$ cat src/rtl/ym2149_pkg.sv
// rtl/ym2149_pkg.sv - shared types and constants for the YM2149 bus controller
package ym2149_pkg;

   typedef enum logic [1:0] {
      ST_IDLE,
      ST_ADDR,
      ST_GUARD,
      ST_DATA
   } state_t;

   // {BDIR, BC} encodings
   localparam logic [1:0] BUS_INACT = 2'b00;
   localparam logic [1:0] BUS_ADDR  = 2'b11;
   localparam logic [1:0] BUS_WRITE = 2'b10;
   localparam logic [1:0] BUS_READ  = 2'b01;

   localparam logic [3:0] R_TONE_A_LO = 4'd0;
   localparam logic [3:0] R_TONE_A_HI = 4'd1;
   localparam logic [3:0] R_TONE_B_LO = 4'd2;
   localparam logic [3:0] R_TONE_B_HI = 4'd3;
   localparam logic [3:0] R_TONE_C_LO = 4'd4;
   localparam logic [3:0] R_TONE_C_HI = 4'd5;
   localparam logic [3:0] R_NOISE     = 4'd6;
   localparam logic [3:0] R_MIXER     = 4'd7;
   localparam logic [3:0] R_AMP_A     = 4'd8;
   localparam logic [3:0] R_AMP_B     = 4'd9;
   localparam logic [3:0] R_AMP_C     = 4'd10;
   localparam logic [3:0] R_ENV_LO    = 4'd11;
   localparam logic [3:0] R_ENV_HI    = 4'd12;
   localparam logic [3:0] R_ENV_SHAPE = 4'd13;
   localparam logic [3:0] R_IO_A      = 4'd14;
   localparam logic [3:0] R_IO_B      = 4'd15;

endpackage

$ cat src/rtl/rr_arb2.sv
// rtl/rr_arb2.sv - two-way round-robin arbiter, pointer advances on accept
module rr_arb2 (
   input  logic       CLK,
   input  logic       RESET_N,
   input  logic [1:0] REQ,
   input  logic       ACCEPT,
   output logic [1:0] GRANT
);

   logic last_port;

   always_comb begin
      GRANT = REQ;
      if (REQ == 2'b11) GRANT = last_port ? 2'b01 : 2'b10;
   end

   // Reset to "port 1 served last" so port 0 wins the first contention.
   always_ff @(posedge CLK or negedge RESET_N) begin
      if (!RESET_N)
         last_port <= 1'b1;
      else if (ACCEPT && GRANT != 2'b00)
         last_port <= GRANT[1];
   end

endmodule

$ cat src/rtl/ym2149_bus_ctrl.sv
// rtl/ym2149_bus_ctrl.sv - two-port YM2149 bus controller with CE-paced ADDR/GUARD/DATA cycles
module ym2149_bus_ctrl
   import ym2149_pkg::*;
#(
   parameter int PHASE_CYC = 2,
   parameter int GUARD_CYC = 1
) (
   input  logic       CLK,
   input  logic       RESET_N,
   input  logic       CE,
   input  logic       REQ0_VALID,
   output logic       REQ0_READY,
   input  logic       REQ0_WR,
   input  logic [3:0] REQ0_ADDR,
   input  logic [7:0] REQ0_WDATA,
   input  logic       REQ1_VALID,
   output logic       REQ1_READY,
   input  logic       REQ1_WR,
   input  logic [3:0] REQ1_ADDR,
   input  logic [7:0] REQ1_WDATA,
   output logic       RSP0_VALID,
   output logic [7:0] RSP0_RDATA,
   output logic       RSP1_VALID,
   output logic [7:0] RSP1_RDATA,
   output logic       BDIR,
   output logic       BC,
   output logic [7:0] DI,
   input  logic [7:0] DO,
   output logic       BUSY
);

   state_t     state;
   logic [7:0] cnt;
   logic       cnt_last;
   logic       accept;
   logic [1:0] grant;
   logic       lat_port;
   logic       lat_wr;
   logic [3:0] lat_addr;
   logic [7:0] lat_wdata;

   assign accept     = RESET_N && (state == ST_IDLE) && (REQ0_VALID || REQ1_VALID);
   assign REQ0_READY = accept && grant[0];
   assign REQ1_READY = accept && grant[1];
   assign BUSY       = (state != ST_IDLE);

   rr_arb2 u_arb (
      .CLK    (CLK),
      .RESET_N(RESET_N),
      .REQ    ({REQ1_VALID, REQ0_VALID}),
      .ACCEPT (accept),
      .GRANT  (grant)
   );

   always_comb begin
      if (state == ST_GUARD) cnt_last = (cnt == 8'(GUARD_CYC - 1));
      else                   cnt_last = (cnt == 8'(PHASE_CYC - 1));
   end

   // Bus outputs are loaded on the edge entering each state so they are glitch-free.
   always_ff @(posedge CLK or negedge RESET_N) begin
      if (!RESET_N) begin
         state      <= ST_IDLE;
         cnt        <= '0;
         lat_port   <= 1'b0;
         lat_wr     <= 1'b0;
         lat_addr   <= '0;
         lat_wdata  <= '0;
         {BDIR, BC} <= BUS_INACT;
         DI         <= '0;
         RSP0_VALID <= 1'b0;
         RSP1_VALID <= 1'b0;
         RSP0_RDATA <= '0;
         RSP1_RDATA <= '0;
      end else begin
         RSP0_VALID <= 1'b0;
         RSP1_VALID <= 1'b0;
         if (state == ST_IDLE) begin
            if (accept) begin
               lat_port   <= grant[1];
               lat_wr     <= grant[1] ? REQ1_WR    : REQ0_WR;
               lat_addr   <= grant[1] ? REQ1_ADDR  : REQ0_ADDR;
               lat_wdata  <= grant[1] ? REQ1_WDATA : REQ0_WDATA;
               DI         <= {4'b0, grant[1] ? REQ1_ADDR : REQ0_ADDR};
               {BDIR, BC} <= BUS_ADDR;
               cnt        <= '0;
               state      <= ST_ADDR;
            end
         end else if (CE) begin
            if (!cnt_last) begin
               cnt <= cnt + 8'd1;
            end else begin
               cnt <= '0;
               case (state)
                  ST_ADDR: begin
                     {BDIR, BC} <= BUS_INACT;
                     state      <= ST_GUARD;
                  end
                  ST_GUARD: begin
                     {BDIR, BC} <= lat_wr ? BUS_WRITE : BUS_READ;
                     DI         <= lat_wr ? lat_wdata : 8'h00;
                     state      <= ST_DATA;
                  end
                  default: begin
                     {BDIR, BC} <= BUS_INACT;
                     DI         <= '0;
                     state      <= ST_IDLE;
                     if (lat_port) begin
                        RSP1_VALID <= 1'b1;
                        if (!lat_wr) RSP1_RDATA <= DO;
                     end else begin
                        RSP0_VALID <= 1'b1;
                        if (!lat_wr) RSP0_RDATA <= DO;
                     end
                  end
               endcase
            end
         end
      end
   end

endmodule

$ cat config.mk
export PLATFORM = sky130hd
export DESIGN_NAME = ym2149_bus_ctrl
export DESIGN_NICKNAME = d
export VERILOG_FILES = /design/src/rtl/ym2149_pkg.sv /design/src/rtl/rr_arb2.sv /design/src/rtl/ym2149_bus_ctrl.sv
export SDC_FILE = /design/constraint.sdc
export NUM_CORES = 1
export LEC_CHECK = 0
export ABC_CLOCK_PERIOD_IN_PS = 4050
export BUFFER_PORTS_ARGS = -buffer_cell sky130_fd_sc_hd__buf_2
export CORE_AREA = 2 2 68 96
export DETAILED_ROUTE_END_ITERATION = 6
export DIE_AREA = 0 0 70 98
export GPL_TIMING_DRIVEN = 0
export PLACE_DENSITY = 0.64
export SYNTH_ARGS = -nofsm -noshare
export SYNTH_HDL_FRONTEND = slang
export SYNTH_HIERARCHICAL = 1
export SYNTH_SLANG_ARGS = --single-unit
$ cat constraint.sdc
create_clock -name CLK -period 4.05 [get_ports CLK]
set_input_delay 0.6075 -clock CLK [delete_from_list [all_inputs] [get_ports CLK]]
set_output_delay 0.6075 -clock CLK [all_outputs]
set_load 0.02 [all_outputs]
==> Word-level counts from Yosys, hierarchy flattened <==
Index checks and enable logic that the tools add are counted.
{ "classes": {"eq_ne": 6, "n_mux": 41, "addsub": 1, "reduce_logical": 19, "bitwise_logic": 4} }
{ "op_table": {"columns": ["operator", "count"], "rows": [
  ["$mux W8", 10],
  ["$mux W1", 21],
  ["$pmux W8 S2", 1],
  ["$mux W2", 7],
  ["$reduce_and A6 Y1", 2],
  ["$add A8 B1 Y8 const B", 1],
  ["$eq A8 B1 Y1 const B", 1],
  ["$logic_not A8 Y1", 1],
  ["$reduce_bool A2 Y1", 4],
  ["$logic_and A1 B1 Y1", 5],
  ["$eq A2 B2 Y1 const B", 2],
  ["$mux W4", 1],
  ["$ne A2 B2 Y1 const B", 2],
  ["$not A1 Y1", 4],
  ["$pmux W2 S2", 1],
  ["$reduce_and A2 Y1", 2],
  ["$reduce_and A4 Y1", 1],
  ["$reduce_and A3 Y1", 1],
  ["$eq A2 B1 Y1 const B", 1],
  ["$logic_not A2 Y1", 1],
  ["$reduce_or A2 Y1", 1],
  ["$logic_or A1 B1 Y1", 1]
]} }
{ "totals": {"register_bits": 49, "in_bits": 39, "elab_cells": 84, "out_inout_bits": 31} }

==> Depth between registers and ports, before layout <==
Gate-level depths: netlist of run 1.
{ "logic_depth": {"depth_word": 6, "ltp_mapped": 8, "depth_no_buf": 7} }

==> Modules after synthesis <==
The synthesis of run 1 kept the hierarchy.
{ "modules_own_cells": {"columns": ["module", "seq_area_each_um2", "cells_each", "n_inst", "area_each_um2"], "rows": [
  ["ym2149_bus_ctrl", 1201.2, 184, 1, 2258.4],
  ["rr_arb2", 26.3, 6, 1, 56.3]
]} }

==> Least setup slack after synthesis of run 1 <==
Ideal clock, no wire load.
{ "synth_path": {"path_type": "in2out", "from": "input REQ1_VALID", "to": "output REQ1_READY", "n_path_buf": 2, "slack_ns": 1.655, "cell_stages": 4, "t_arrival_ns": 1.787, "path_cell_list": "a21boi_0 clkbuf_1 clkbuf_1 and2_1"} }
{ "synth_via": {"elab_chain_cells": 3, "word_cells_on_any_way": 5, "cone_classes": "eq/ne: 1; mux: 1; reduce/logical: 3"} }
{ "synth_rtl": {"columns": ["element", "line_no", "source"], "rows": [
  ["start, declared", "ym2149_bus_ctrl.sv:16", "input logic REQ1_VALID,"],
  ["$eq A2 B2 Y1 or $logic_or A1 B1 Y1 (tied branches)", "rr_arb2.sv:14, ym2149_bus_ctrl.sv:42", null],
  ["$mux W2 or $logic_and A1 B1 Y1 (tied branches)", "rr_arb2.sv:14, ym2149_bus_ctrl.sv:42", null],
  ["$logic_and A1 B1 Y1 (*)", "ym2149_bus_ctrl.sv:44", "assign REQ1_READY = accept && grant[1];"],
  ["end, declared", "ym2149_bus_ctrl.sv:17", "output logic REQ1_READY,"]
]} }
Mark *: on every way between the ends. The rest lies on a longest branch, timed or not.

==> Worst setup path in the final report of run 1 <==
{ "layout_path": {"from": "input RESET_N", "to": "output REQ1_READY"} }
{ "layout_via": {"elab_chain_cells": 3} }
{ "layout_rtl": {"columns": ["element", "line_no", "source"], "rows": [
  ["start, declared", "ym2149_bus_ctrl.sv:9", "input logic RESET_N,"],
  ["$logic_and A1 B1 Y1 (2 in a row)", "ym2149_bus_ctrl.sv:42", "assign accept = RESET_N && (state == ST_IDLE) && (REQ0_VALID || REQ1_VALID);"],
  ["via accept", "ym2149_bus_ctrl.sv:35", "logic accept;"],
  ["$logic_and A1 B1 Y1", "ym2149_bus_ctrl.sv:44", null]
]} }
The timed path passes the listed nets, and every way through them passes these cells.

==> out/qor.csv, run 1 <==
metric;value;unit
min-delay src;lat_wdata[6];
Final ANT Viol Nets;0;
register area share after synthesis;53.03;%
Cell Chain, Critical Path;buf_2 > o211ai_2 > inv_1 > clkbuf_1 > and2_1 > buf_2;
# setup viols final;0;
Final min period;3.521;ns
Post-Layout Cell Count;339;
routed vias/inst;5.097;
clock tree buffer depth;2;
area share of the largest cell type after synthesis;51.89;%
Worst Path Max Fanout;50;
Ys Warns;6;
max-slew violation count;0;
hold path cells;2;
first-pass GRT wire length;8362;um
Metal-1 WL;2098;um
Area Growth Syn to Fin;23.84;%
DR top layer;met4;
WL final;4939;um
die area;0.006860;sq mm
Avg Inst Size Synth;12.18;sq um
fmax;0.2840;GHz
core area;0.006041;sq mm
Syn Std Cell Area;0.002315;sq mm
FP Rows;34;
Clock Skews;0.004854;ns
DR pass1 iterations;4;
Hold Crit Endpoint;lat_wdata[6];
unique cell type count in the Yosys netlist;39;
Hold WC Path Type;flop to flop;
Tcrit/Tclk final;86.94;%
final hold vios;0;
FF-to-FF Start;state[0];
EDFF count, synth;0;
ant diodes;0;
R2R setup slack;1.58;ns
htree depth;2;
CP Capture Type;output port;
commonest non-fill, non-tap cell in the layout;buf_2;
max-cap violation count;0;
GR Overflow Total;0;
number of global-route vias before repair;1750;
slew margin rel.;26.72;%
power consumption;1.991;mW
Root Driver;clkbuf_8;
power per cell area;694.7;mW/mm^2
GRT Overall Usage;15.00;%
DRC Markers;0;
CP required;3.44;ns
CTS Buf Count;5;
Placer Congestion;0.7791;
Final Net Count;311;
Starting Density;38.32;%
Clock Sinks;49;
flip-flop and latch count after synthesis;49;
most frequent cells in the layout;buf_2, dfrtp_1, mux2_2, o21ai_0;
initial detailed-routing violation count;91;
worst path arrival time;2.91;ns
initial antenna violation count;0;
Gate Count Post-Synth;190;
RSZ-0062 raised after global routing;no;
most area-consuming cells after synthesis;dfrtp_1, mux2_2, mux2i_1, ha_1, o21ai_0;
share of layout cells above drive strength 1;37.83;%
routed length per instance;14.57;um
status;finished clean;
Async SR Flop Fraction;100.0;%
critical path type;primary input to output port;
Die H;98;um
IO Count;70;
DP Wirelength;3615;um
Startpoint Class;primary input;
Post-CTS Setup Bufs;0;
WL met3;140;um
Yosys top cell by area;dfrtp_1;
post-cts repair resize count;0;
Placed Instances;331;
Slowest-stage cell, CP;buf_2;
port bufs;69;
worst r2r path cells;7;
leakage power;1.463;nW
TritonCTS clock tree;built;
worst vdd ir;0.3360;mV
met2 wire length;2645;um
Die Wd;70;um
Hold-fix buffers, CTS;0;
Reg2Reg Capture Point;RSP0_RDATA[3];
largest net degree at the start of global routing;51;
Clock Latency Late Sink;0.29;ns
Main synth FF type;dfrtp_1;
clock slew at reported path FFs;0.09;ns
max incr delay on CP;0.81;ns
setup TNS;0;ns
cell mode on critical path;buf_2;
Synthesized Nets;235;
Via Count;1728;
worst-margin pin slew;1.099;ns
how the worst max path moves through the flow:
stage	startpoint	endpoint	slack (ns)	cells past startpoint
after CTS	RESET_N	REQ1_READY	0.41	6
after detailed placement	RESET_N	REQ1_READY	0.41	6
after global routing	RESET_N	REQ1_READY	0.14	6
final	RESET_N	REQ1_READY	0.53	6
after floorplan	REQ1_VALID	REQ1_READY	1.66	4
after global placement	RESET_N	REQ1_READY	0.41	6
metrics by stage:
step	area, sq um	utilization [%]	hold slack, ns	worst slack [ns]
after detailed placement	2750	45.53	0.4710	0.4133
after global routing	2867	47.45	0.5141	0.1428
after CTS	2867	47.45	0.4914	0.4098
after floorplan	2315	-	0.3119	1.655
after global placement	2750	45.53	0.4627	0.4116
final	2867	47.45	0.4856	0.5287
final cells by class:
cell class / instances / area [sq um]
multi-input combinational: 128 / 1031
timing repair buffer: 69 / 345.3
inverter: 7 / 26.28
fill: 592 / 3174
sequential: 49 / 1227
clock buffer: 7 / 86.33
buffer: 6 / 30.03
clock inverter: 1 / 30.03
tap: 72 / 90.09
synthesized netlist by cell type (all sizes together), types with 2 or more instances:
| master | count |
|---|---|
| nand2b | 2 |
| clkbuf | 5 |
| a21boi | 2 |
| dfrtp | 48 |
| nor4 | 2 |
| a221o | 4 |
| and2 | 2 |
| inv | 7 |
| o21ai | 15 |
| nand2 | 14 |
| nor3b | 2 |
| nand4 | 2 |
| xor2 | 5 |
| nor3 | 3 |
| nor2 | 14 |
| o2111ai | 4 |
| mux2 | 18 |
| mux2i | 14 |
| ha | 6 |
| a31oi | 2 |
| a22o | 4 |
cells by family (layout without fill, tap and decap cells):
group | count (synthesis) | count (layout) | share of synthesized area, %
AND/OR/NAND/NOR | 46 | 46 | 11.68
adder cells (fa/ha/maj) | 6 | 6 | 3.243
XOR/XNOR | 6 | 6 | 2.270
multiplexers | 32 | 32 | 14.81
AO/OA/AOI/OAI | 38 | 38 | 12.54
buffers and inverters | 13 | 90 | 2.433
flip-flops | 49 | 49 | 53.03
per-layer routing:
| layer | track usage (%) | vias up |
|---|---|---|
| li1 | - | 833 |
| met1 | 18.38 | 862 |
| met2 | 26.74 | 29 |
| met3 | 2.683 | 4 |
| met4 | 4.438 | 0 |
| met5 | 0 | - |
critical path, delay by kind of cell:
kind	cells	cell delay [ns]
buf+inv	4	1.57
compound gates	1	0.48
simple gates	1	0.22
flip-flops by register name, indices dropped and copies added, names as in the netlist, 2 cells and up:
| signal | cells |
|---|---|
| state | 2 |
| cnt | 8 |
| lat_wdata | 8 |
| RSP0_RDATA | 8 |
| RSP1_RDATA | 8 |
| DI | 8 |
power by group:
part | switching (mW) | internal (mW) | total (mW)
Combinational | 0.471 | 0.339 | 0.811
Sequential | 0.140 | 0.684 | 0.823
Clock | 0.156 | 0.201 | 0.357
Power figures use the tool's default switching activity.
==> run 2, diff against run 1 <==
--- a/config.mk
+++ b/config.mk
@@ -5,8 +5,8 @@
 export SDC_FILE = /design/constraint.sdc
 export NUM_CORES = 1
 export LEC_CHECK = 0
-export ABC_CLOCK_PERIOD_IN_PS = 4050
-export BUFFER_PORTS_ARGS = -buffer_cell sky130_fd_sc_hd__buf_2
+export ABC_CLOCK_PERIOD_IN_PS = 3700
+export BUFFER_PORTS_ARGS = -buffer_cell sky130_fd_sc_hd__buf_4
 export CORE_AREA = 2 2 68 96
 export DETAILED_ROUTE_END_ITERATION = 6
 export DIE_AREA = 0 0 70 98
==> constraint.sdc (replaced) <==
create_clock -name CLK -period 3.7 [get_ports CLK]
set_input_delay 0.555 -clock CLK [delete_from_list [all_inputs] [get_ports CLK]]
set_output_delay 0.555 -clock CLK [all_outputs]
set_load 0.02 [all_outputs]
==> run 2 against run 1 <==
  * Routed wire length fell by 0.43%
  * Flip-flop and latch count did not move
  * Power rose by 14%
  * Critical path depth did not move
  * Critical path type unchanged
  * Largest power group is now combinational logic
  * Sequential power rose by 9.8%
  * Cell area rose by 6.2%
  * Clock power rose by 13%
  * Via count did not move
  * Combinational power rose by 19%
  * Final cell count did not move
  * Count of clock-buffer cells in the layout fell by 1
==> out/qor.csv, run 2 (synthesis results as in run 1) <==
metric;value;unit;change
Reg area;0.001227;sq mm;unchanged
die area;0.006860;sq mm;unchanged
Die H;98;um;unchanged
WL final;4918;um;-0.43%
IO Count;70;;unchanged
Worst Path Max Fanout;50;;unchanged
FP Rows;34;;unchanged
max-slew violation count;0;;unchanged
slew margin rel.;50.96;%;+24 points
Hold WC Path Type;primary input to asynchronous set/reset pin;;
commonest non-fill, non-tap cell in the layout;buf_4;;
Clock Skews;0.009716;ns;+0.004862 ns
first-pass GRT wire length;8259;um;-1.2%
ant diodes;0;;unchanged
htree depth;2;;unchanged
core area;0.006041;sq mm;unchanged
routed length per instance;14.51;um;-0.43%
number of global-route vias before repair;1699;;-2.9%
most frequent cells in the layout;buf_4, dfrtp_1, mux2_2, o21ai_0;;
worst-margin pin slew;0.7300;ns;-0.3692 ns
initial antenna violation count;0;;unchanged
Clock Sinks;49;;unchanged
Hold-fix buffers, CTS;0;;unchanged
RSZ-0062 raised after global routing;no;;
CTS Buf Count;5;;unchanged
Tcrit/Tclk final;80.42;%;
Post-CTS Setup Bufs;0;;unchanged
Final Net Count;311;;unchanged
Startpoint Class;primary input;;
Final ANT Viol Nets;0;;unchanged
power per cell area;747.3;mW/mm^2;+7.6%
DR pass1 iterations;4;;unchanged
max-cap violation count;0;;unchanged
critical path type;primary input to output port;;
R2R setup slack;1.28;ns;-0.30 ns
DRC Markers;0;;unchanged
Placer Congestion;0.7760;;-0.40%
routed vias/inst;5.097;;unchanged
CP required;3.14;ns;-0.30 ns
# setup viols final;0;;unchanged
largest net degree at the start of global routing;51;;unchanged
port bufs;69;;unchanged
worst vdd ir;0.3354;mV;-0.17%
CP Capture Type;output port;;
post-cts repair resize count;0;;unchanged
Die Wd;70;um;unchanged
initial detailed-routing violation count;96;;+5.5%
GR Overflow Total;0;;unchanged
fill count;584;;-1.4%
status;finished clean;;
Final min period;2.975;ns;
Root Driver;clkbuf_8;;
GRT Overall Usage;15.00;%;about the same
Via Count;1728;;unchanged
leakage power;1.504;nW;+2.8%
Area Growth Syn to Fin;31.46;%;
Starting Density;38.32;%;unchanged
fmax;0.3361;GHz;
post-place setup slack;0.6606;ns;+0.2474 ns
setup TNS;0;ns;unchanged
worst path arrival time;2.42;ns;-0.49 ns
final hold vios;0;;unchanged
clock slew at reported path FFs;0.09;ns;about the same
Clock Latency Late Sink;0.30;ns;about the same
TritonCTS clock tree;built;;
final worst-path setup slack;0.7246;ns;+0.1958 ns
Multi-input gate area;0.001031;sq mm;unchanged
clock tree buffer depth;2;;unchanged
DP Wirelength;3571;um;-1.2%
share of layout cells above drive strength 1;38.20;%;+0.37 points
run 2: cell type report:
| type | instances | area share, % |
|---|---|---|
| plain buffers | 6 | 0.9868 |
| clock buffers | 6 | 2.714 |
| clock inverters | 2 | 1.234 |
| inverters | 7 | 0.8635 |
| multi-input cells | 128 | 33.88 |
| flip-flops and latches | 49 | 40.34 |
| well taps | 72 | 2.961 |
| repair buffers | 69 | 17.02 |
run 2: layer usage:
metal  GRT usage (%)  vias to the layer above  routed length [um]
li1                -                      842                   -
met1           18.05                      848                2015
met2           26.59                       32                2667
met3           3.406                        6                 167
met4           4.438                        0                  68
met5               0                        -                   0
run 2: final timing paths:
check,startpoint,cells past startpoint,to
worst max-delay path,RESET_N,6,REQ1_READY
worst min-delay path,RESET_N,1,RSP1_RDATA[4]
worst max register to register,state[0],7,RSP0_RDATA[3]
worst min register to register,lat_wdata[4],2,lat_wdata[4]
max in group asynchronous,RESET_N,1,lat_wdata[1]
min in group CLK,REQ0_VALID,2,u_arb/last_port
run 2: report_power, final:
group	total [mW]	switching [mW]	internal, mW	leakage (nW)
clock network	0.402	0.182	0.220	0.0574
registers	0.904	0.155	0.749	0.634
logic	0.968	0.514	0.454	0.813
run 2: stage by stage:
stage               area, sq um  std cells  total power [mW]  hold WS [ns]  util [%]
floorplan                  2315        190             1.519        0.2594         -
global placement           2923        331             1.878        0.4620     48.38
detailed placement         2923        331             1.900        0.4700     48.38
CTS                        3043        339             2.305        0.2922     50.37
global route               3043        339             2.438        0.3050     50.37
finish                     3043        339             2.274        0.2644     50.37
run 2: critical path: stages:
cell and delay [ns]:
buf_4 0.50, o211ai_2 0.41, inv_1 0.16, clkbuf_1 0.39, and2_1 0.22, buf_4 0.15
==> run 3, diff against run 2 <==
--- a/config.mk
+++ b/config.mk
@@ -5,13 +5,13 @@
 export SDC_FILE = /design/constraint.sdc
 export NUM_CORES = 1
 export LEC_CHECK = 0
-export ABC_CLOCK_PERIOD_IN_PS = 3700
+export ABC_CLOCK_PERIOD_IN_PS = 2500
 export BUFFER_PORTS_ARGS = -buffer_cell sky130_fd_sc_hd__buf_4
 export CORE_AREA = 2 2 68 96
 export DETAILED_ROUTE_END_ITERATION = 6
 export DIE_AREA = 0 0 70 98
 export GPL_TIMING_DRIVEN = 0
-export PLACE_DENSITY = 0.64
+export PLACE_DENSITY = 0.66
 export SYNTH_ARGS = -nofsm -noshare
 export SYNTH_HDL_FRONTEND = slang
 export SYNTH_HIERARCHICAL = 1
==> constraint.sdc (replaced) <==
create_clock -name CLK -period 2.5 [get_ports CLK]
set_input_delay 0.375 -clock CLK [delete_from_list [all_inputs] [get_ports CLK]]
set_output_delay 0.375 -clock CLK [all_outputs]
set_load 0.02 [all_outputs]
==> run 3 against run 2 <==
  * Routed wire length shrank 0.49%
  * Sequential share of layout area grew 0.10 points
  * Clock power grew 15%
  * Setup slack lost 0.51 ns
  * Non-clock buffer count grew 1
  * Count of clock-buffer cells in the layout is the same
  * Final cell count grew 0.29%
  * Register-to-register slack lost 1.1 ns
  * Clock skew shrank 0.0022 ns
  * Utilization shrank 0.12 points
  * Die area is the same
  * Critical path type is now flop to flop
  * Largest power group unchanged
==> out/qor.csv, run 3 (synthesis results as in run 1) <==
metric;value;unit;change
Final ANT Viol Nets;0;;unchanged
max-cap violation count;0;;unchanged
power per cell area;1067;mW/mm^2;+43%
Slowest-stage cell, CP;dfrtp_1;;
CP Capture Type;flop;;
CP required;2.69;ns;-0.45 ns
Final Net Count;312;;+0.32%
slew margin rel.;46.52;%;-4.4 points
FP Rows;34;;unchanged
critical path depth;8;;+2
worst-margin pin slew;0.7960;ns;+0.06601 ns
status;finished clean;;
DRC Markers;0;;unchanged
first-pass GRT wire length;8162;um;-1.2%
Startpoint Class;flop;;
Worst Path Max Fanout;10;;-80%
GR Overflow Total;0;;unchanged
Cell Chain, Critical Path;inv_1 > ha_1 > and2b_2 > nand4_2 > buf_6 > nor4_4 > buf_4 > mux2_2;;
max-slew violation count;0;;unchanged
CTS Buf Count;5;;unchanged
Tcrit/Tclk final;91.56;%;
CP top delay family;simple AND/OR/NAND/NOR gates;;
number of global-route vias before repair;1699;;unchanged
fmax;0.4369;GHz;
initial antenna violation count;0;;unchanged
Root Driver;clkbuf_8;;
Setup crit start;state[0];;
Hold WC Path Type;primary input to asynchronous set/reset pin;;
routed vias/inst;5.171;;+1.4%
Multi-input gate area;0.001041;sq mm;+0.97%
worst vdd ir;0.4637;mV;+38%
Final Util;50.25;%;-0.12 points
share of layout cells above drive strength 1;39.55;%;+1.3 points
die area;0.006860;sq mm;unchanged
largest net degree at the start of global routing;51;;unchanged
Placer Congestion;0.7983;;+2.9%
R2R setup slack;0.21;ns;-1.07 ns
max incr delay on CP;0.35;ns;-0.15 ns
most frequent cells in the layout;buf_4, dfrtp_1, mux2_2, o21ai_0;;
ant diodes;0;;unchanged
Starting Density;38.32;%;unchanged
leakage power;1.495;nW;-0.57%
routed length per instance;14.39;um;-0.78%
# setup viols final;0;;unchanged
placed standard-cell area;0.002923;sq mm;unchanged
Clock Skews;0.007504;ns;-0.002212 ns
WL final;4894;um;-0.49%
worst path arrival time;2.48;ns;+0.06 ns
Reg2Reg Capture Point;RSP0_RDATA[7];;
critical path type;flop to flop;;
port bufs;69;;unchanged
htree depth;2;;unchanged
DP Wirelength;3599;um;+0.80%
IO Count;70;;unchanged
Final min period;2.289;ns;
clock slew at reported path FFs;0.09;ns;about the same
DR pass1 iterations;4;;unchanged
core area;0.006041;sq mm;unchanged
clock tree buffer depth;2;;unchanged
Hold WS;0.08874;ns;-0.1757 ns
FF-to-FF Start;state[0];;
RSZ-0062 raised after global routing;no;;
TritonCTS clock tree;built;;
Hold-fix buffers, CTS;0;;unchanged
fill count;577;;-1.2%
worst path bufs/invs;3;;-1
fin area;0.003035;sq mm;-0.25%
CP Capture Point;RSP0_RDATA[7];;
Clock Sinks;49;;unchanged
Reg area;0.001227;sq mm;unchanged
worst r2r path cells;8;;+1
Die H;98;um;unchanged
GRT Overall Usage;14.83;%;-0.18 points
initial detailed-routing violation count;60;;-38%
commonest non-fill, non-tap cell in the layout;buf_4;;
final hold vios;0;;unchanged
Via Count;1758;;+1.7%
Area Growth Syn to Fin;31.14;%;
Die Wd;70;um;unchanged
Clock Latency Late Sink;0.30;ns;about the same
-- run 3: cell types whose count changed in the layout (fill, tap and decap cells not counted), sizes merged --
cell / before / now
bufinv: 1 / 0
clkinvlp: 1 / 2
buf: 70 / 72
clkbuf: 11 / 10
-- run 3: layout make-up --
type                            count  share of cell area, %
Multi-Input combinational cell    128                  34.30
Tap cell                           72                  2.968
Clock inverter                      2                 0.4946
Inverter                            7                 0.9481
Clock buffer                        6                  2.391
Sequential cell                    49                  40.44
Buffer                              5                 0.9068
Timing Repair Buffer               71                  17.56
-- run 3: worst min path at each step --
stage / cells after the start / start / end
after floorplan: 0 / RESET_N / BC
after global placement: 1 / RESET_N / cnt[7]
after detailed placement: 1 / RESET_N / cnt[6]
after CTS: 1 / RESET_N / lat_wr
after global routing: 1 / RESET_N / lat_wdata[2]
final: 1 / RESET_N / cnt[6]
-- run 3: what timing repair did --
action                                  in CTS  in global routing
gates cloned                                 0                  0
pin swaps                                    0                  2
gates resized for setup                      2                  3
setup buffers                                0                  2
endpoints found under the setup margin       2                 18
-- run 3: metal layers --
layer  global-route usage, %  vias to the layer above  wire length, um
met5                       0                        -                0
met4                   5.473                        0               82
met3                   2.890                        6              197
met2                   25.27                       34             2631
met1                   18.58                      877             1983
li1                        -                      841                -
-- run 3: where the power goes --
group          switching (mW)  internal, mW  leakage [nW]
clock network           0.263         0.197        0.0374
registers               0.227          1.11         0.634
logic                   0.763         0.680         0.824
total                    1.25          1.99          1.50
-- run 3: per-stage QoR --
step                      setup slack, ns  cells  setup TNS [ns]  total power [mW]
after floorplan                    0.3854    190               0             2.249
after CTS                       0.0002787    338               0             3.274
after detailed placement          -0.1349    331         -0.2298             2.806
after global placement            -0.1544    331         -0.2636             2.776
after global routing              0.05168    340               0             3.474
final                              0.2110    340               0             3.238
